===== config.mk =====
export PLATFORM = sky130hd
export DESIGN_NAME = inst_fifo
export DESIGN_NICKNAME = d
export VERILOG_FILES = /design/src/rtl/inst_fifo.sv
export SDC_FILE = /design/constraint.sdc
export NUM_CORES = 2
export LEC_CHECK = 0
export BUFFER_PORTS_ARGS = -buffer_cell sky130_fd_sc_hd__buf_2
export CORE_AREA = 4 4 550 280
export CTS_BUF_LIST = sky130_fd_sc_hd__clkbuf_8
export DETAILED_ROUTE_END_ITERATION = 8
export DIE_AREA = 0 0 554 284
export GPL_TIMING_DRIVEN = 0
export HOLD_SLACK_MARGIN = 0.12
export PLACE_DENSITY = 0.57
export SKIP_CTS_REPAIR_TIMING = 1
export SLEW_MARGIN = 15
export SYNTH_ARGS = -nofsm -noshare
export SYNTH_HDL_FRONTEND = slang
export SYNTH_SLANG_ARGS = --single-unit

===== constraint.sdc =====
create_clock -name clk -period 9.7 [get_ports clk]
set_input_delay 1.94 -clock clk [delete_from_list [all_inputs] [get_ports clk]]
set_output_delay 1.94 -clock clk [all_outputs]
set_load 0.005 [all_outputs]

===== src/rtl/inst_fifo.sv =====
// Dual-ported instruction queue between the I-cache and dual-issue decode.
// Accepts up to two instructions per cycle and presents the two oldest entries.
module inst_fifo #(
   parameter int unsigned DEPTH     = 16,
   parameter int unsigned PTR_WIDTH = 4
) (
   input  logic        clk,
   input  logic        rst,
   input  logic        flush,
   input  logic        in_valid1,
   input  logic        in_valid2,
   input  logic [31:0] in_inst1,
   input  logic [31:0] in_inst2,
   input  logic [31:0] in_pc1,
   input  logic        pop1,
   input  logic        pop2,
   output logic        out_valid1,
   output logic        out_valid2,
   output logic [31:0] out_inst1,
   output logic [31:0] out_inst2,
   output logic [31:0] out_pc1,
   output logic [31:0] out_pc2,
   output logic        full,
   output logic        empty
);

   localparam int unsigned CW = PTR_WIDTH + 1;

   logic [31:0]          mem_pc   [DEPTH];
   logic [31:0]          mem_inst [DEPTH];
   logic [PTR_WIDTH-1:0] wr_ptr;
   logic [PTR_WIDTH-1:0] rd_ptr;
   logic [CW-1:0]        count;
   logic [PTR_WIDTH-1:0] wr_ptr_p1;
   logic [PTR_WIDTH-1:0] rd_ptr_p1;
   logic [1:0]           push_n;
   logic [1:0]           pop_req;
   logic [1:0]           pop_n;

   assign wr_ptr_p1 = wr_ptr + PTR_WIDTH'(1);
   assign rd_ptr_p1 = rd_ptr + PTR_WIDTH'(1);

   assign full  = (count >= CW'(DEPTH - 1));
   assign empty = (count == '0);

   // A push is all-or-nothing: a full queue drops both slots.
   always_comb begin
      push_n = 2'd0;
      if (!full && !flush && in_valid1) begin
         push_n = in_valid2 ? 2'd2 : 2'd1;
      end
   end

   // Pop is clamped to the registered count, ignoring this cycle's push.
   always_comb begin
      pop_req = 2'd0;
      if (pop1) begin
         pop_req = pop2 ? 2'd2 : 2'd1;
      end
      pop_n = pop_req;
      if (count < CW'(pop_req)) begin
         pop_n = count[1:0];
      end
   end

   always_ff @(posedge clk) begin
      if (push_n != 2'd0) begin
         mem_pc[wr_ptr]   <= in_pc1;
         mem_inst[wr_ptr] <= in_inst1;
      end
      if (push_n == 2'd2) begin
         mem_pc[wr_ptr_p1]   <= in_pc1 + 32'd4;
         mem_inst[wr_ptr_p1] <= in_inst2;
      end
   end

   always_ff @(posedge clk or posedge rst) begin
      if (rst) begin
         wr_ptr <= '0;
         rd_ptr <= '0;
         count  <= '0;
      end else if (flush) begin
         wr_ptr <= '0;
         rd_ptr <= '0;
         count  <= '0;
      end else begin
         wr_ptr <= wr_ptr + PTR_WIDTH'(push_n);
         rd_ptr <= rd_ptr + PTR_WIDTH'(pop_n);
         count  <= count + CW'(push_n) - CW'(pop_n);
      end
   end

   always_comb begin
      out_valid1 = (count >= CW'(1));
      out_valid2 = (count >= CW'(2));
      out_inst1  = out_valid1 ? mem_inst[rd_ptr]    : 32'd0;
      out_pc1    = out_valid1 ? mem_pc[rd_ptr]      : 32'd0;
      out_inst2  = out_valid2 ? mem_inst[rd_ptr_p1] : 32'd0;
      out_pc2    = out_valid2 ? mem_pc[rd_ptr_p1]   : 32'd0;
   end

endmodule


=== Yosys cells after proc, flatten, opt, wreduce, memory -nomap -nowiden ===
Memory sizes are Yosys's and may differ from the RTL's.
Cells that the tools add are included.

* Add/subtract/negate cells: 7
* Order comparisons: 4
* Eq/ne operators: 1
* Muxes and demuxes: 16
* Reductions and logical operators: 6

{| class="wikitable"
|+ Operators by type and width
! operator !! number
|-
| 32-bit two-way mux || 4
|-
| 32-bit by 3-bit adder with 32-bit output, second input constant || 1
|-
| 2-bit two-way mux || 5
|-
| 4-bit by 1-bit adder with 4-bit output, second input constant || 2
|-
| 4-bit by 2-bit adder with 4-bit output || 2
|-
| 4-bit two-way mux || 2
|-
| 5-bit by 2-bit adder with 5-bit output || 1
|-
| 5-bit by 1-bit greater-or-equal comparator with 1-bit output, second input constant || 1
|-
| 5-bit by 2-bit greater-or-equal comparator with 1-bit output, second input constant || 1
|-
| 5-bit by 4-bit greater-or-equal comparator with 1-bit output, second input constant || 1
|-
| 5-bit logical NOT || 1
|-
| 5-bit by 2-bit less-than comparator with 1-bit output || 1
|-
| 5-bit two-way mux || 1
|-
| 5-bit by 2-bit subtractor with 5-bit output || 1
|-
| 1-bit two-way mux || 4
|-
| 2-bit equality test, second input constant || 1
|-
| 1-bit logical AND || 2
|-
| 1-bit logical NOT || 2
|-
| 2-bit nonzero test || 1
|}

* Register bits after elaboration: 13
* RAM bits: 1024
* Input bits: 103
* Output and inout port bits: 132
* Word-level logic and storage cells: 39
* Memories: 2

{| class="wikitable"
|+ Memory list
! name !! depth !! bits a word !! read ports !! clocked after memory_dff !! wr ports !! line !! text
|-
| mem_inst || 16 || 32 || 2 || 0 || 2 || 30 || <nowiki>logic [31:0] mem_inst [DEPTH];</nowiki>
|-
| mem_pc || 16 || 32 || 2 || 0 || 2 || 29 || <nowiki>logic [31:0] mem_pc [DEPTH];</nowiki>
|}

=== Depth between registers and ports, before layout ===
* Word-level depth: 8
* Gate-level depth with buffers: 17
* Gate-level depth less buffers: 16

=== Worst setup path after synthesis ===
OpenSTA, ideal clock, no wires.

* Path type: input to register
* From: in in_valid1
* To: mem mem_inst[4][0] (enable)
* Library setup time: 581 ps
* Arrival time: 7366 ps
* Data required time: 9119 ps
* Slack: 1753 ps
* Stages: 4
* Buffers on the path: 1
* Path through: nor2b_1 > o211ai_1 > clkbuf_1 > o31ai_1

{| class="wikitable"
|+ RTL lines
! item !! line !! text
|-
| start, declared || 10 || <nowiki>input logic in_valid1,</nowiki>
|-
| end, declared || 30 ||
|}

=== Worst setup path in the final report ===
* From: reg rd_ptr[0]
* To: out out_inst1[4]

* Longest elaborated chain between the ends: 2

{| class="wikitable"
|+ RTL lines
! item !! line !! text
|-
| start, declared || 32 || <nowiki>logic [PTR_WIDTH-1:0] rd_ptr;</nowiki>
|-
| start signal, assigned || 88 || <nowiki>rd_ptr <= rd_ptr + PTR_WIDTH'(pop_n);</nowiki>
|-
| memory read 16 x 32 bit || -- ||
|-
| 32-bit two-way mux || 96 || <nowiki>out_inst1 = out_valid1 ? mem_inst[rd_ptr] : 32'd0;</nowiki>
|-
| end, declared || 19 || <nowiki>output logic [31:0] out_inst1,</nowiki>
|}

Every way passes these cells.

==> flow_metrics.tcl <==
set metrics [dict create \
    status "completed" \
    yosysSeqAreaShare_pct 51.1 \
    worstPathCellList "buf_2 > clkbuf_1 > buf_2 > buf_2 > mux4_2 > a22oi_1 > a21oi_1 > buf_2" \
    fin_skew_ps 26.4 \
    slew_violations 0 \
    grt_max_degree 26 \
    rows 100 \
    fin_util_pct 46.6 \
    instances_no_fill 7790 \
    critPathBufInv 5 \
    synth.avg_cell_area_um2 11.6 \
    initial_core_util_pct 41.0 \
    p_leak_nw 24.3 \
    power_density_nw_per_um2 226 \
    clockRootBuffer "clkbuf_8" \
    ys_top_cells_by_area "edfxtp_1 (51%), mux4_2 (19%), nand2_1 (12%), xnor2_1 (4.0%), a22oi_1 (3.2%)" \
    drc 0 \
    cts_buffer_depth 3 \
    path_clk_slew_ps 60 \
    tightestPinTransition_ps 1380 \
    grt_usage_pct 31.1 \
    synth_top_area_share_pct 50.5 \
    place_congestion 0.919 \
    overflow 0 \
    critPathCaptureType "primary output" \
    ant_nets 0 \
    cts_buffers 166 \
    cp-start-kind "flip-flop" \
    synthDistinctLibCells 54 \
    place_area_um2 66300 \
    synthCells 5243 \
    drt_iter0_drc 8201 \
    die_x_um 554 \
    ios 235 \
    grt_antenna_before_repair 27 \
    stdcell_area_um2 69200 \
    die_area_um2 157000 \
    cts_tree "yes" \
    fin_ws_ps 2640 \
    drt-total-wl_um 251000 \
    die_y_um 284 \
    clock-sinks 1037 \
    synth_area_leader_cell "edfxtp_1" \
    critPathMaxStageDelay_ps 1050 \
    finalCritPeriodShare_pct 72.8 \
    drtPass1Iterations 6 \
    worst_hold_slack_ps 661 \
    h-tree-depth 4 \
    insertion_delay_ps 920 \
    fill_cells 13365 \
    netlist_area_um2 60800 \
    dp.cells 7481 \
    dp_hpwl_um 178000 \
    ir_drop_uv 162 \
    maxCapViolations 0 \
    final_hold_viol_count 0 \
    grt_pass1_wl_um 348000 \
    fin_crit_ps 7060 \
    critPathKind "flip-flop to primary output" \
    slowest_stage "clkbuf_1" \
    grt_pass1_vias 47436 \
    wire_per_inst_um 32.2 \
    synth_edf_count 1024 \
    post-place-ws_ps 3620 \
    ys.flop_type "edfxtp_1" \
    ys_ff_latch 1037 \
    path_max_fanout 10 \
    cpMostUsedCell "buf_2" \
    async_flop_share_pct 1.25 \
    syn2layout_area_growth_pct 13.7 \
    worstPathArrival_ps 5120 \
    layout.nets 5784 \
    viasPerCell 6.32 \
    syn_nets 5366 \
    numPortBuffers 150 \
    required_ps 7760 \
    rsz0062_at_grt "false" \
    cp_top_family "buffers and inverters" \
    max_freq_mhz 142 \
    relSlewSlack_pct 7.83 \
    layout-drive-gt1-share_pct 20.0 \
    vias 49242 \
    synth_warnings 0 \
    coreArea_um2 148000 \
    worstHoldPathType "flip-flop to flip-flop" \
    setup_viol 0 \
]
-- per-layer routing --
layer | up-vias | track usage [%] | routed length, um
li1 | 19616 | - | -
met5 | - | 0.814 | 473
met4 | 24 | 14.0 | 13200
met3 | 780 | 11.1 | 38700
met2 | 4263 | 45.3 | 107000
met1 | 24559 | 41.9 | 92200
-- worst register-to-register path, cell delays in order (launching register included) --
cell and delay (ps):
dfrtp_1 380, clkinv_1 160, ha_1 200, a21oi_2 100, o211ai_1 740, or3_1 220, clkbuf_1 1010, clkbuf_1 900
o31ai_4 350, buf_8 270, buf_8 170, buf_8 180
-- power breakdown --
group | leakage, nW | total, mW | internal (mW) | switching [mW]
logic | 13.1 | 7.04 | 2.82 | 4.22
clock network | 1.74 | 3.57 | 1.63 | 1.94
registers | 9.40 | 5.05 | 5.01 | 0.0437
-- Yosys cell counts (all sizes together), types with 3 or more instances --
| cell type | count |
|---|---|
| mux4 | 512 |
| nand2b | 7 |
| dfrtp | 13 |
| or2 | 4 |
| a22oi | 256 |
| inv | 16 |
| nand2 | 1866 |
| xor2 | 193 |
| clkbuf | 386 |
| and4 | 4 |
| nor4 | 11 |
| edfxtp | 1024 |
| xnor2 | 279 |
| ha | 16 |
| nand3 | 28 |
| and3 | 3 |
| o31ai | 3 |
| or3 | 6 |
| buf | 178 |
| a21oi | 136 |
| or4 | 6 |
| nor2b | 11 |
| o21ai | 15 |
| nor3 | 20 |
| fa | 4 |
| and2 | 4 |
| nand4 | 8 |
| nor2 | 219 |
-- stage by stage --
stage | power, mW | TNS, ps
floorplan | 9.23 | 0
global placement | 11.9 | -4928590
detailed placement | 12.0 | 0
CTS | 15.5 | 0
global route | 16.0 | 0
finish | 15.7 | 0
-- cell type report --
type	instances	area (um2)	area share, %
buffer	564	2330	3.37
tap	1989	2490	3.60
inverter	17	63.8	0.0922
antenna	9	22.5	0.0325
multi-input combinational	3625	27700	40.0
clock inverter	128	533	0.770
timing repair buffer	250	2620	3.79
sequential	1037	31100	44.9
clock buffer	171	2350	3.40
-- worst paths after layout --
check / from / endpoint / slack [ps] / cells past startpoint
min in group asynchronous: rst / wr_ptr[3] / 1120 / 2
worst max register to register: count[4] / mem_inst[7][6] / 4760 / 11
worst min register to register: rd_ptr[0] / rd_ptr[0] / 660 / 2
max in group asynchronous: rst / count[3] / 8190 / 2
worst min-delay path: rd_ptr[0] / rd_ptr[0] / 660 / 2
worst max-delay path: rd_ptr[0] / out_inst1[4] / 2640 / 8
-- sequential cells by signal, summed over array words and instances, names as in the netlist --
register,count
mem_pc,512
rd_ptr,4
wr_ptr,4
mem_inst,512
count,5
-- kinds of logic after synthesis --
group | count (synthesis) | synth area share [%]
adders and majority gates | 20 | 0.461
muxes | 512 | 19.0
buffers and inverters | 581 | 3.91
AOI/OAI and AO/OA | 420 | 4.58
DFF | 1037 | 51.1
xor gates and xnor gates | 472 | 6.80
and+or+nand+nor | 2201 | 14.2
-- cells in the final DEF (no fill, tap or decap), drive strengths merged, types with 20 or more instances in the layout --
master  count
a22oi     256
inv        93
nand3      28
mux4      512
a21oi     136
xor2      193
nor3       20
clkbuf    559
clkinv     47
xnor2     279
nor2      219
buf       426
nand2    1866
edfxtp   1024
(Power assumes the default switching activity.)
